[src/rtl/regfile_master.sv]
// rtl/regfile_master.sv - register-file bus initiator with burst command, write-data and read-response streams
module regfile_master #(
  parameter int DATA_WIDTH = 16,
  parameter int ADDR_WIDTH = 4,
  parameter int RD_LATENCY = 1
) (
  input  logic                  CLK,
  input  logic                  RST,
  input  logic                  Cmd_Valid,
  output logic                  Cmd_Ready,
  input  logic                  Cmd_Wr,
  input  logic [ADDR_WIDTH-1:0] Cmd_Addr,
  input  logic [ADDR_WIDTH-1:0] Cmd_Len,
  input  logic                  WData_Valid,
  input  logic [DATA_WIDTH-1:0] WData,
  output logic                  WData_Ready,
  output logic                  Rsp_Valid,
  output logic [DATA_WIDTH-1:0] Rsp_Data,
  output logic                  Rsp_Last,
  input  logic                  Rsp_Ready,
  output logic [DATA_WIDTH-1:0] WrData,
  output logic [ADDR_WIDTH-1:0] Address,
  output logic                  WrEn,
  output logic                  RdEn,
  input  logic [DATA_WIDTH-1:0] RdData,
  output logic                  Busy
);

  typedef enum logic [2:0] {IDLE, WRITE, RD_REQ, RD_WAIT, RESP} state_t;

  localparam int LAT_W = (RD_LATENCY > 1) ? $clog2(RD_LATENCY) : 1;
  localparam logic [LAT_W-1:0] LAT_LAST = LAT_W'(RD_LATENCY - 1);

  state_t                state;
  logic [ADDR_WIDTH-1:0] startAddr;
  logic [ADDR_WIDTH-1:0] burstLen;
  logic [ADDR_WIDTH-1:0] beatCnt;
  logic [LAT_W-1:0]      latCnt;
  logic [ADDR_WIDTH-1:0] beatAddr;
  logic                  lastBeat;

  // Address arithmetic wraps naturally at ADDR_WIDTH bits.
  assign beatAddr = startAddr + beatCnt;
  assign lastBeat = (beatCnt == burstLen);

  assign Cmd_Ready   = (state == IDLE);
  assign WData_Ready = (state == WRITE);
  assign Busy        = (state != IDLE);

  always_ff @(posedge CLK or negedge RST) begin
    if (!RST) begin
      state     <= IDLE;
      startAddr <= '0;
      burstLen  <= '0;
      beatCnt   <= '0;
      latCnt    <= '0;
      WrData    <= '0;
      Address   <= '0;
      WrEn      <= 1'b0;
      RdEn      <= 1'b0;
      Rsp_Valid <= 1'b0;
      Rsp_Data  <= '0;
      Rsp_Last  <= 1'b0;
    end else begin
      WrEn <= 1'b0;
      RdEn <= 1'b0;
      case (state)
        IDLE: begin
          if (Cmd_Valid) begin
            startAddr <= Cmd_Addr;
            burstLen  <= Cmd_Len;
            beatCnt   <= '0;
            if (Cmd_Wr) begin
              state <= WRITE;
            end else begin
              // RdEn is registered, so it is raised on entry to RD_REQ.
              state   <= RD_REQ;
              RdEn    <= 1'b1;
              Address <= Cmd_Addr;
            end
          end
        end
        WRITE: begin
          if (WData_Valid) begin
            WrEn    <= 1'b1;
            Address <= beatAddr;
            WrData  <= WData;
            if (lastBeat) state <= IDLE;
            else          beatCnt <= beatCnt + ADDR_WIDTH'(1);
          end
        end
        RD_REQ: begin
          latCnt <= '0;
          state  <= RD_WAIT;
        end
        RD_WAIT: begin
          if (latCnt == LAT_LAST) begin
            Rsp_Data  <= RdData;
            Rsp_Valid <= 1'b1;
            Rsp_Last  <= lastBeat;
            state     <= RESP;
          end else begin
            latCnt <= latCnt + LAT_W'(1);
          end
        end
        RESP: begin
          if (Rsp_Ready) begin
            Rsp_Valid <= 1'b0;
            Rsp_Last  <= 1'b0;
            if (lastBeat) begin
              state <= IDLE;
            end else begin
              beatCnt <= beatCnt + ADDR_WIDTH'(1);
              Address <= beatAddr + ADDR_WIDTH'(1);
              RdEn    <= 1'b1;
              state   <= RD_REQ;
            end
          end
        end
        default: state <= IDLE;
      endcase
    end
  end

endmodule

[config.mk]
export PLATFORM = sky130hd
export DESIGN_NAME = regfile_master
export DESIGN_NICKNAME = d
export VERILOG_FILES = /design/src/rtl/regfile_master.sv
export SDC_FILE = /design/constraint.sdc
export NUM_CORES = 1
export LEC_CHECK = 0
export BUFFER_PORTS_ARGS = -buffer_cell sky130_fd_sc_hd__buf_2
export CORE_MARGIN = 5
export CORE_UTILIZATION = 51
export CTS_BUF_LIST = sky130_fd_sc_hd__clkbuf_4
export CTS_CLUSTER_DIAMETER = 30
export DETAILED_ROUTE_END_ITERATION = 6
export GPL_ROUTABILITY_DRIVEN = 0
export PLACE_DENSITY = 0.81
export SYNTH_ARGS = -nofsm -noshare
export SYNTH_HDL_FRONTEND = slang
export SYNTH_SLANG_ARGS = --single-unit
[constraint.sdc]
create_clock -name CLK -period 2.6 [get_ports CLK]
set_input_delay 0.52 -clock CLK [delete_from_list [all_inputs] [get_ports CLK]]
set_output_delay 0.52 -clock CLK [all_outputs]
set_load 0.02 [all_outputs]
Word level (Yosys, flattened, before mapping)
Cells that the tools add are included.

Muxes and demuxes: 33. Equality and inequality tests: 12. Bitwise gates (word level): 1. Reductions and logical operators: 12. $add $sub $neg: 4.

Operator list (number): 4-bit two-way mux (9); 4-bit one-hot mux with 3 select lines (2); 3-bit two-way mux (5); 3-bit one-hot mux with 5 select lines (1); 2-bit inequality test, second input constant (6); 1-bit two-way mux (10); 4-bit by 1-bit adder with 4-bit output, second input constant (2); 1-bit one-hot mux with 2 select lines (4); 3-bit by 2-bit == test with 1-bit output, second input constant (2); 2-bit AND reduction (3); 6-bit AND reduction (1); 3-bit nonzero test (2); 5-bit AND reduction (1); 4-bit adder (1); 4-bit == test (1); 2-bit two-way mux (2); 4-bit AND reduction (1); 2-bit nonzero test (2); 3-bit by 1-bit == test with 1-bit output, second input constant (1); 3-bit == test, second input constant (1); 3-bit zero test (1); 3-bit AND reduction (1); 2-bit by 1-bit inequality test with 1-bit output, second input constant (1); 1-bit adder, second input constant (1); 1-bit inverter (1).

Output and inout bits: 43. Word-level logic and storage cells: 74. Input bits: 46. Bits in registers: 56.

Depth between registers and ports, before layout
Word-level depth: 5. Gate-level depth with buffers: 7. Depth with buffers taken out: 6.

Worst setup path after synthesis
OpenSTA, ideal clock, no wires.

Path kind: register to register. Start point: register state[1]. End point: register Address[0]. Stages on the path, launching flop included: 7. Setup time: 0.125 ns. Arrival: 1.998 ns. Setup slack: 0.478 ns. Buffers on the path: 1. Clock period less this slack: 2.122 ns. Required time: 2.475 ns. Cells stage by stage: dfrtp_1 > buf_6 > nor3_1 > inv_1 > nor2_1 > a211oi_2 > mux2_2.

Word-level cells in the longest chain between the ends: 3. Elaborated cells on any way between the ends: 11. Those cells by class: eq/ne: 7; mux: 1; reduce/logical: 3.

Ends and longest elaborated chain: start, declared (RTL line 34) `state_t state;`; start signal, assigned (RTL line 52) `state <= IDLE;`; start signal, assigned (RTL line 74) `state <= WRITE;`; start signal, assigned (RTL line 77) `state <= RD_REQ;`; 3-bit zero test *; named net Cmd_Ready (RTL line 10) `output logic Cmd_Ready,`; 2-bit inequality test (no source line) or 3-bit nonzero test (tied branches); 6-bit AND reduction (no source line); end signal, assigned (RTL line 79) `Address <= Cmd_Addr;`; end signal, assigned (RTL line 86) `Address <= beatAddr;`; end signal, assigned (RTL line 114) `Address <= beatAddr + ADDR_WIDTH'(1);`; end, declared (RTL line 22) `output logic [ADDR_WIDTH-1:0] Address,`.

Mark *: on every way through the listed nets, which the timed path passes. The rest lies on a longest branch. A chain may end at the register's enable or synchronous reset.

Worst setup path in the final report
Start point: register state[0]. End point: output port WData_Ready.

Word-level cells in the longest chain between the ends: 1.

Ends and longest elaborated chain: 3-bit by 1-bit == test with 1-bit output (RTL line 47) `assign WData_Ready = (state == WRITE);`; end, declared (RTL line 16) `output logic WData_Ready,`.

No other way between the ends.

==> results.md <==
* Result of the run: finished, final reports clean
* Residual DRC count at 0
* Final standard cell utilization of the core at 65.1%
* Post-Synthesis Cell Area at 2530 sq um
* Warnings, synthesis at 0
* Critical path class: reg2out
* Number of buffers between clock root and the deepest sink at 2
* DR vias/cell at 5.31
* Timing-limited maximum frequency at 425 MHz
* Clock net sink count at 55
* Combined buffer and inverter count along the critical path at 2
* Most common cell in the synthesized netlist: dfrtp_1
* Clock Skews at 0.0112 ns
* Antenna fix cells at 0
* Async set-or-reset flop fraction in the synthesized netlist at 100%
* Register bit count reported by yosys at 55
* Share of the yosys chip area belonging to registers at 54.5%
* Peak supply drop at 0.000722 V
* Setup repair after global routing missed its margin: false
* Largest stage delay on the critical path at 0.61 ns
* Layout Cell Area excl Fill at 3100 sq um
* Worst hold margin at 0.246 ns
* Mean cell area of the mapped netlist at 13.0 sq um
* Wire length of the first global-routing pass at 9.45 mm
* Via count of the first global-routing pass at 2039
* Top post-synthesis cells by count: dfrtp_1 (55), mux2_2 (44), nand2_1 (12)
* Worst endpoint required time at 2.08 ns
* Number of violations of the max-capacitance limit at 0
* Period utilisation layout at 90.4%
* Cell class contributing the biggest share of worst-path delay: simple AND/OR/NAND/NOR gates
* Mean routed wirelength per cell at 15.3 um
* Slowest-stage cell, CP: or3b_2
* Startpoint types: flop
* 1st-iter DRT viols at 97
* Clock tree from TritonCTS: yes
* Placement Cell Area at 3020 sq um
* Worst Setup End Kind: output port
* Count of H-tree levels built during CTS at 2
* Number of placement rows at 25
* Global-route total usage across every layer at 18.7%
* Vert. Die Dim at 80.4 um
* Buffer count from post-CTS setup fixing at 0
* Total I/O pin count at 89
* Total power density per cell area at 1320 nW/um^2
* Area fraction of the dominant cell type after synthesis at 54.5%
* Tightest Pin Transition at 0.683 ns
* Number of input and output port buffers inserted at 88
* Top flip-flop cell by instance count after synthesis: dfrtp_1
* Clock transition time at the flip-flop clock pins of the worst setup and hold paths at 0.16 ns
* Overall routed net length at 5.39 mm
* Die outline width at 80.4 um
* Final Hold Vio Count at 0
* Half-perimeter wire length after placement at 4.04 mm
* Starting density of the core at 53.2%
* Post-route ant nets at 0
* Clock latency reported for the late side of the worst-skew pair at 0.37 ns
* Relative slew margins at 54.5%
* Count of hold-fix buffers inserted at cts at 0
* Core ar. at 4750 sq um
* Drt first pass iters at 4
* Post-cts repair resize count at 0
* Minimum period implied by the final worst setup slack at 2.35 ns
* Final setup fails at 0
* Nets in the synthesized netlist at 246
* Total congestion overflow at 0
* P_leak at 1.50 nW
* Top cells by area in the synthesized netlist: dfrtp_1 (54%), mux2_2 (20%), ha_1 (2.5%)
* Total Negative Setup Slacks at 0 ns
* Yosys top cell by area: dfrtp_1
* Antenna violations before repair at 0
* Relative area change from synthesis to final layout at 22.5%
* Number of standard cells after synthesis at 194
* CTS Buf Count at 5
* Worst hold path type: in2async
* Cell chain of the critical path: or3b_2, inv_2, buf_2
* Vias after detailed routing at 1870
* Synth cell types at 41
* Count of nets after finishing at 336
* Post-synth EDFFs at 0
* Largest net degree at the start of global routing at 56
* Layout cell share with drive strength beyond 1 at 53.0%
* Crit-path max FO at 10
* Root Buffer: clkbuf_4
* Area of the die at 6460 sq um
* Max-slew violations at 0
* Data arrival time of the worst path at 1.83 ns
## routing by layer
metal,routed length (um),GRT usage (%),up-vias
li1,-,-,878
met1,2060,23.0,905
met2,2680,30.2,80
met3,575,7.74,7
met4,72,5.41,0
met5,0,0,-
## cell families (layout without fill, tap and decap cells)
kind of cell / after synthesis / after routing / share of synthesized area (%)
AOI/OAI and AO/OA: 27 / 27 / 7.43
xor gates and xnor gates: 6 / 6 / 2.08
adders and majority gates: 6 / 6 / 3.27
buffers and inverters: 16 / 107 / 3.32
DFF: 55 / 55 / 54.5
muxes: 47 / 47 / 20.8
and+or+nand+nor: 37 / 37 / 8.66
## cells in the final DEF, fill, tap and decap left out, types with 2 or more instances in the layout
cell type,netlist,final
nor3_1,4,4
clkbuf_4,0,5
dfrtp_1,55,55
a21oi_1,7,7
buf_2,4,88
mux2_2,44,44
inv_1,7,7
nand3_1,7,7
nand2_1,12,12
nand2b_1,2,2
buf_4,1,3
o22ai_1,2,2
ha_1,5,5
a211oi_1,3,3
nor2_1,3,3
or3b_1,2,2
mux2i_1,3,3
o21ai_0,4,4
xor2_1,5,5
## cell type report
cell class / instances / area [sq um]
Clock inverter: 3 / 38.8
Tap cell: 67 / 83.8
Clock buffer: 5 / 37.5
Multi-Input combinational cell: 123 / 1070
Inverter: 8 / 30.0
Fill cell: 403 / 1660
Timing Repair Buffer: 91 / 463
Sequential cell: 55 / 1380
## worst reg2reg max path: stages (launching register included)
cell	delay [ns]
dfrtp_1	0.47
ha_1	0.23
fa_1	0.49
ha_1	0.31
a22oi_1	0.16
nand2_1	0.06
mux2_2	0.26
## path summary, 6_finish.rpt
check	slack (ns)	end	depth (start not counted)	startpoint
setup / recovery	0.25	WData_Ready	3	state[0]
hold / removal	0.25	Address[1]	2	RST
setup reg to reg	0.52	Address[1]	6	beatCnt[0]
hold reg to reg	0.50	Rsp_Valid	2	Rsp_Valid
max in group asynchronous	1.89	burstLen[3]	2	RST
min in group CLK	0.37	Rsp_Data[10]	2	RdData[10]
## through the flow
step / setup WS [ns] / cells / power (mW)
floorplan: 0.478 / 194 / 3.07
global placement: 0.576 / 344 / 3.61
detailed placement: 0.547 / 344 / 3.68
CTS: 0.251 / 352 / 4.14
global route: 0.163 / 352 / 4.42
finish: 0.250 / 352 / 4.10
## where the power goes
group	internal, mW	leakage (nW)	switching, mW
Clock	0.198	0.0426	0.258
Sequential	1.26	0.661	0.270
Combinational	0.918	0.797	1.19
Total	2.38	1.50	1.72
## sequential cells by signal, summed over array words and instances, names as in the netlist
name / cells
state: 3
burstLen: 4
Address: 4
Rsp_Data: 16
beatCnt: 4
Rsp_Valid: 1
Rsp_Last: 1
WrEn: 1
RdEn: 1
startAddr: 4
WrData: 16
No activity file was read; power rests on OpenSTA's default activity.
